<file path="src/rtl/synth_pkg.sv">
// Shared constants, state encoding and helpers for the voice mixing path.
// Imported by the mix sequencer and its divider.
package synth_pkg;

    localparam int NUM_VOICES  = 13;
    localparam int VOICE_W     = 8;
    localparam int OUT_W       = 12;
    localparam int VOICE_IDX_W = 4;
    localparam int ACC_W       = 12;
    localparam int CNT_W       = 4;
    localparam int DIV_W       = 16;

    typedef enum logic [1:0] {
        IDLE   = 2'd0,
        SCAN   = 2'd1,
        DIVIDE = 2'd2,
        DONE   = 2'd3
    } mix_state_t;

    // Clamp a quotient to the output range; any bit above OUT_W means overflow.
    function automatic logic [OUT_W-1:0] sat_out(input logic [DIV_W-1:0] v);
        return (|v[DIV_W-1:OUT_W]) ? {OUT_W{1'b1}} : v[OUT_W-1:0];
    endfunction

endpackage

</file>
<file path="src/rtl/mix_divider.sv">
// Restoring unsigned divider: 16-bit dividend by 4-bit divisor, one quotient bit
// per cycle. The start cycle performs the first step, so done pulses 16 edges after start.
module mix_divider
    import synth_pkg::*;
(
    input  logic             clk,
    input  logic             n_rst,
    input  logic             start,
    input  logic [DIV_W-1:0] dividend,
    input  logic [CNT_W-1:0] divisor,
    output logic             done,
    output logic [DIV_W-1:0] quotient
);

    logic [CNT_W-1:0] rem;
    logic [DIV_W-1:0] shreg;
    logic [3:0]       left;

    logic [CNT_W-1:0] src_rem;
    logic [DIV_W-1:0] src_sh;
    logic [CNT_W:0]   trial;
    logic [CNT_W:0]   diff;
    logic             fits;
    logic [CNT_W-1:0] next_rem;
    logic [DIV_W-1:0] next_sh;

    // Remainder always stays below the divisor, so it fits CNT_W bits between steps.
    always_comb begin
        src_rem  = start ? '0 : rem;
        src_sh   = start ? dividend : shreg;
        trial    = {src_rem, src_sh[DIV_W-1]};
        fits     = (trial >= {1'b0, divisor});
        diff     = trial - {1'b0, divisor};
        next_rem = fits ? diff[CNT_W-1:0] : trial[CNT_W-1:0];
        next_sh  = {src_sh[DIV_W-2:0], fits};
    end

    always_ff @(posedge clk or negedge n_rst) begin
        if (!n_rst) begin
            rem   <= '0;
            shreg <= '0;
            left  <= '0;
            done  <= 1'b0;
        end else begin
            done <= 1'b0;
            if (start) begin
                rem   <= next_rem;
                shreg <= next_sh;
                left  <= 4'd15;
            end else if (left != 4'd0) begin
                rem   <= next_rem;
                shreg <= next_sh;
                left  <= left - 4'd1;
                done  <= (left == 4'd1);
            end
        end
    end

    assign quotient = shreg;

endmodule

</file>
<file path="src/rtl/voice_mix_sequencer.sv">
// Sequenced voice mixer: scans one voice per cycle, then averages the enabled
// non-silent voices as (sum << 4) / count into a 12-bit sample with a valid pulse.
module voice_mix_sequencer
    import synth_pkg::*;
(
    input  logic                   clk,
    input  logic                   n_rst,
    input  logic                   sample_tick,
    input  logic [NUM_VOICES-1:0]  voice_en,
    output logic [VOICE_IDX_W-1:0] voice_sel,
    input  logic [VOICE_W-1:0]     voice_sample,
    output logic [OUT_W-1:0]       mixed_sample,
    output logic                   sample_valid,
    output logic                   busy,
    output logic                   overrun,
    input  logic                   overrun_clr,
    output mix_state_t             state
);

    logic [15:0]      en_q;
    logic [ACC_W-1:0] acc;
    logic [CNT_W-1:0] cnt;
    logic [DIV_W-1:0] q;

    logic             take;
    logic             last_voice;
    logic [ACC_W-1:0] acc_next;
    logic [CNT_W-1:0] cnt_next;
    logic             div_start;
    logic             div_done;
    logic [DIV_W-1:0] div_quotient;

    // The divider is launched from the last scan cycle with the sums that include
    // that final voice, so DIVIDE spans exactly the 16 division steps.
    always_comb begin
        take       = (state == SCAN) && en_q[voice_sel] && (voice_sample != '0);
        last_voice = (voice_sel == VOICE_IDX_W'(NUM_VOICES - 1));
        acc_next   = acc + (take ? ACC_W'(voice_sample) : '0);
        cnt_next   = cnt + CNT_W'(take);
        div_start  = (state == SCAN) && last_voice && (cnt_next != '0);
    end

    mix_divider u_div (
        .clk      (clk),
        .n_rst    (n_rst),
        .start    (div_start),
        .dividend ({acc_next, 4'b0000}),
        .divisor  (cnt_next),
        .done     (div_done),
        .quotient (div_quotient)
    );

    always_ff @(posedge clk or negedge n_rst) begin
        if (!n_rst) begin
            state        <= IDLE;
            en_q         <= '0;
            acc          <= '0;
            cnt          <= '0;
            q            <= '0;
            voice_sel    <= '0;
            mixed_sample <= '0;
            sample_valid <= 1'b0;
            overrun      <= 1'b0;
        end else begin
            sample_valid <= 1'b0;
            if (sample_tick && (state != IDLE))
                overrun <= 1'b1;
            else if (overrun_clr)
                overrun <= 1'b0;

            case (state)
                IDLE: begin
                    if (sample_tick) begin
                        en_q      <= 16'(voice_en);
                        acc       <= '0;
                        cnt       <= '0;
                        voice_sel <= '0;
                        state     <= SCAN;
                    end
                end
                SCAN: begin
                    acc <= acc_next;
                    cnt <= cnt_next;
                    if (last_voice) begin
                        voice_sel <= '0;
                        state     <= DIVIDE;
                    end else begin
                        voice_sel <= voice_sel + 1'b1;
                    end
                end
                DIVIDE: begin
                    if (cnt == '0) begin
                        q     <= '0;
                        state <= DONE;
                    end else if (div_done) begin
                        q     <= div_quotient;
                        state <= DONE;
                    end
                end
                DONE: begin
                    mixed_sample <= sat_out(q);
                    sample_valid <= 1'b1;
                    state        <= IDLE;
                end
                default: state <= IDLE;
            endcase
        end
    end

    assign busy = (state != IDLE);

endmodule

</file>
<file path="config.mk">
export PLATFORM = sky130hd
export DESIGN_NAME = voice_mix_sequencer
export DESIGN_NICKNAME = d
export VERILOG_FILES = /design/src/rtl/synth_pkg.sv /design/src/rtl/mix_divider.sv /design/src/rtl/voice_mix_sequencer.sv
export SDC_FILE = /design/constraint.sdc
export NUM_CORES = 1
export LEC_CHECK = 0
export CAP_MARGIN = 20
export CORE_UTILIZATION = 45
export DETAILED_ROUTE_END_ITERATION = 6
export PLACE_DENSITY_LB_ADDON = 0.08
export RECOVER_POWER = 50
export SYNTH_ARGS = -nofsm -noshare
export SYNTH_HDL_FRONTEND = slang
export SYNTH_HIERARCHICAL = 1
export SYNTH_SLANG_ARGS = --single-unit
</file>
<file path="constraint.sdc">
create_clock -name clk -period 11.6 [get_ports clk]
set_input_delay 1.16 -clock clk [delete_from_list [all_inputs] [get_ports clk]]
set_output_delay 1.16 -clock clk [all_outputs]
set_load 0.01 [all_outputs]
</file>
==> metrics <==
status finished, violations left; failing checks capacitance limit, slew limit; Clk network pwr share 0.142; hold wc startpoint q[10]$_DFFE_PN0P_; vias in the first global route 3,368; CP cell instances clkbuf_1 > clkbuf_1; cell area after layout 0.00554 mm^2; final clock skew 0.00732 ns; Mean Syn Cell Area 10.3 um^2; Crit-path slowest cell clkbuf_1; H-Tree Depth 3; vias per cell 5.35; HPWL Detailed 6.71 mm; IO Count 46; cell seen most often among critical-path stages clkbuf_1; TritonCTS clock tree yes; share of cells above drive strength 1 0.0923; DRT iter0 DRCs 119; FF+latch count, synth 90; root buf cell clkbuf_8; HP Class flip-flop to flip-flop; # clock sinks 90; Starting Density 0.463; Post-synth ARST share 1.00; met3 GRT Util 0.0349; gr usage total 0.192; Non-Filler Instances 645; Max-slew headroom -0.953; worst-margin pin slew 2.93 ns; Die W 105 um; Tmin final 5.00 ns; commonest non-fill, non-tap cell in the layout dfrtp_1; FP Rows 37; CP arrival 4.83 ns; first-pass GRT wire length 16.7 mm; Setup-failing EPs final 0; Layout area overhead 16.3%; crit share post-route 0.431; yosys warns 6; number of distinct library cells after synthesis 59; Total Wirelength 9.70 mm; placeable core area 0.0103 mm^2; DRC 0; Slew Viols, Final 93; gr ovfl total 0; clk slew on worst S/H paths 0.09 ns; flop-to-flop setup slack 7.06 ns; CTS Hold Bufs 0; vias 3,450; Critical Path Start Type input port; Die ar. 0.0110 mm^2; TNS Setup 0 ns; First-pass DRT Iterations 4; Main synth FF type dfrtp_1; Power Internal 0.000871 W; Port Buffers 45; CP Max Fanout 54; placed insts 628; post-CTS resize count 0; worst endpoint required time 11.43 ns; Nets 553; Worst VDD drop 0.000127 V; largest net degree at the start of global routing 55; switch share 0.398; gr busiest metal met2; post-placement cell area 0.00534 mm^2; GR Layer Usage met2 0.307; buffers plus inverters on the worst setup path 2; Syn Inst Count 462; Comb pwr share 0.488; global-route met1 utilization 0.264; most frequent cells in the layout dfrtp_1 (90), nand2_1 (68), o21ai_0 (43), clkdlybuf4s50_1 (43), ha_1 (22); RR Startpoint voice_sel[0]$_DFFE_PN0P_; max-cap violations 2; Crit. End Element async pin; Fin. Hold Viols 0; routed len/inst 15.0 um; Mapped Area 0.00476 mm^2; RSZ-0062 raised after global routing false; Crit path max-delay family buffers and inverters; antenna cells 0; fillers 951; CTS buffer count 9; initial antenna violation count 0; P_sw 0.000575 W; register area share after synthesis 0.473; CTS Buffer Depth 2; WHS Path Cells 2; die height 105 um; RePlAce Congestion 0.798; WS Path Type input port to async pin; reg2reg end u_div/rem[1]$_DFFE_PN0P_; Hold Path End q[10]$_DFFE_PN0P_; sequential power share 0.370; postcts setup bufs 0; max incr delay on CP 2.18 ns; Leak 2.41 nW; EDFF count, synth 0; clk_lat worst skew 0.35 ns; ANT nets after route 0; R2R depth 15; fmax 0.200 GHz; Cell Pwr Density 261 mW/mm^2
==> how the worst max path moves through the flow <==
stage / end / slack [ns] / cells past startpoint / from
after floorplan: u_div/rem[1]$_DFFE_PN0P_ / 7.32 / 17 / voice_sample[0]
after global placement: u_div/rem[1]$_DFFE_PN0P_ / 6.39 / 18 / voice_sample[4]
after detailed placement: u_div/rem[1]$_DFFE_PN0P_ / 6.29 / 16 / voice_sample[4]
after CTS: u_div/rem[1]$_DFFE_PN0P_ / 6.66 / 16 / voice_sample[4]
after global routing: acc[10]$_DFFE_PN0P_ / 5.67 / 2 / n_rst
final: en_q[5]$_DFFE_PN0P_ / 6.60 / 2 / n_rst
==> synth_stat cells (9+ instances only) <==
cell type / count / area share
dfrtp_1: 90 / 0.47
nand2_1: 68 / 0.054
o21ai_0: 44 / 0.046
ha_1: 22 / 0.058
inv_1: 20 / 0.016
nor2_1: 20 / 0.016
mux2i_1: 18 / 0.038
clkbuf_1: 16 / 0.013
a21oi_1: 15 / 0.016
mux2_2: 13 / 0.031
a22o_1: 12 / 0.022
o22a_1: 12 / 0.022
and2_1: 11 / 0.014
nor2b_1: 9 / 0.012
==> metrics by stage <==
step	worst slack (ns)	hold WS, ns	util	power, W
detailed placement	6.29	0.472	0.520	0.00125
finish	6.60	0.488	0.539	0.00145
CTS	6.66	0.492	0.538	0.00146
floorplan	7.32	0.450	-	0.00103
global placement	6.39	0.464	0.520	0.00123
global route	5.67	0.518	0.539	0.00156
==> cell families after synthesis <==
family          count (synthesis)  share of synthesized area
simple gates                  144                      0.150
compound gates                116                      0.167
flops                          90                      0.473
buf+inv                        42                     0.0386
mux                            34                     0.0844
fa+ha+maj                      24                     0.0662
xor+xnor                       11                     0.0202
other cells                     1                   0.000788
==> layer usage <==
layer  wire, um  vias up
met2       4610       46
li1           -     1715
met5          0        -
met1       4750     1685
met3        286        4
met4         65        0
==> final cells by class <==
type | instances | area, um^2 | area share
tap | 136 | 170 | 0.0307
timing repair buffer | 50 | 485 | 0.0877
inverter | 20 | 75.1 | 0.0136
multi-input combinational | 333 | 2360 | 0.427
clock inverter | 5 | 36.3 | 0.00656
clock buffer | 11 | 151 | 0.0274
sequential | 90 | 2250 | 0.407
==> sequential cells by signal (all words and copies together), names as in the netlist <==
name,count
cnt,4
u_div/quotient,16
sample_valid,1
en_q,13
voice_sel,4
overrun,1
u_div/left,4
q,16
acc,12
state,2
mixed_sample,12
u_div/rem,4
u_div/done,1
==> power groups by stage <==
stage / clock (W) / combinational (W) / sequential, W
3_5_place_dp: 0 / 0.000704 / 0.000542
2_1_floorplan: 0 / 0.000501 / 0.000529
6_report: 0.000205 / 0.000705 / 0.000535
3_3_place_gp: 0 / 0.000688 / 0.000539
5_1_grt: 0.000222 / 0.000789 / 0.000553
4_1_cts: 0.000212 / 0.000707 / 0.000537
(Power assumes the default switching activity.)
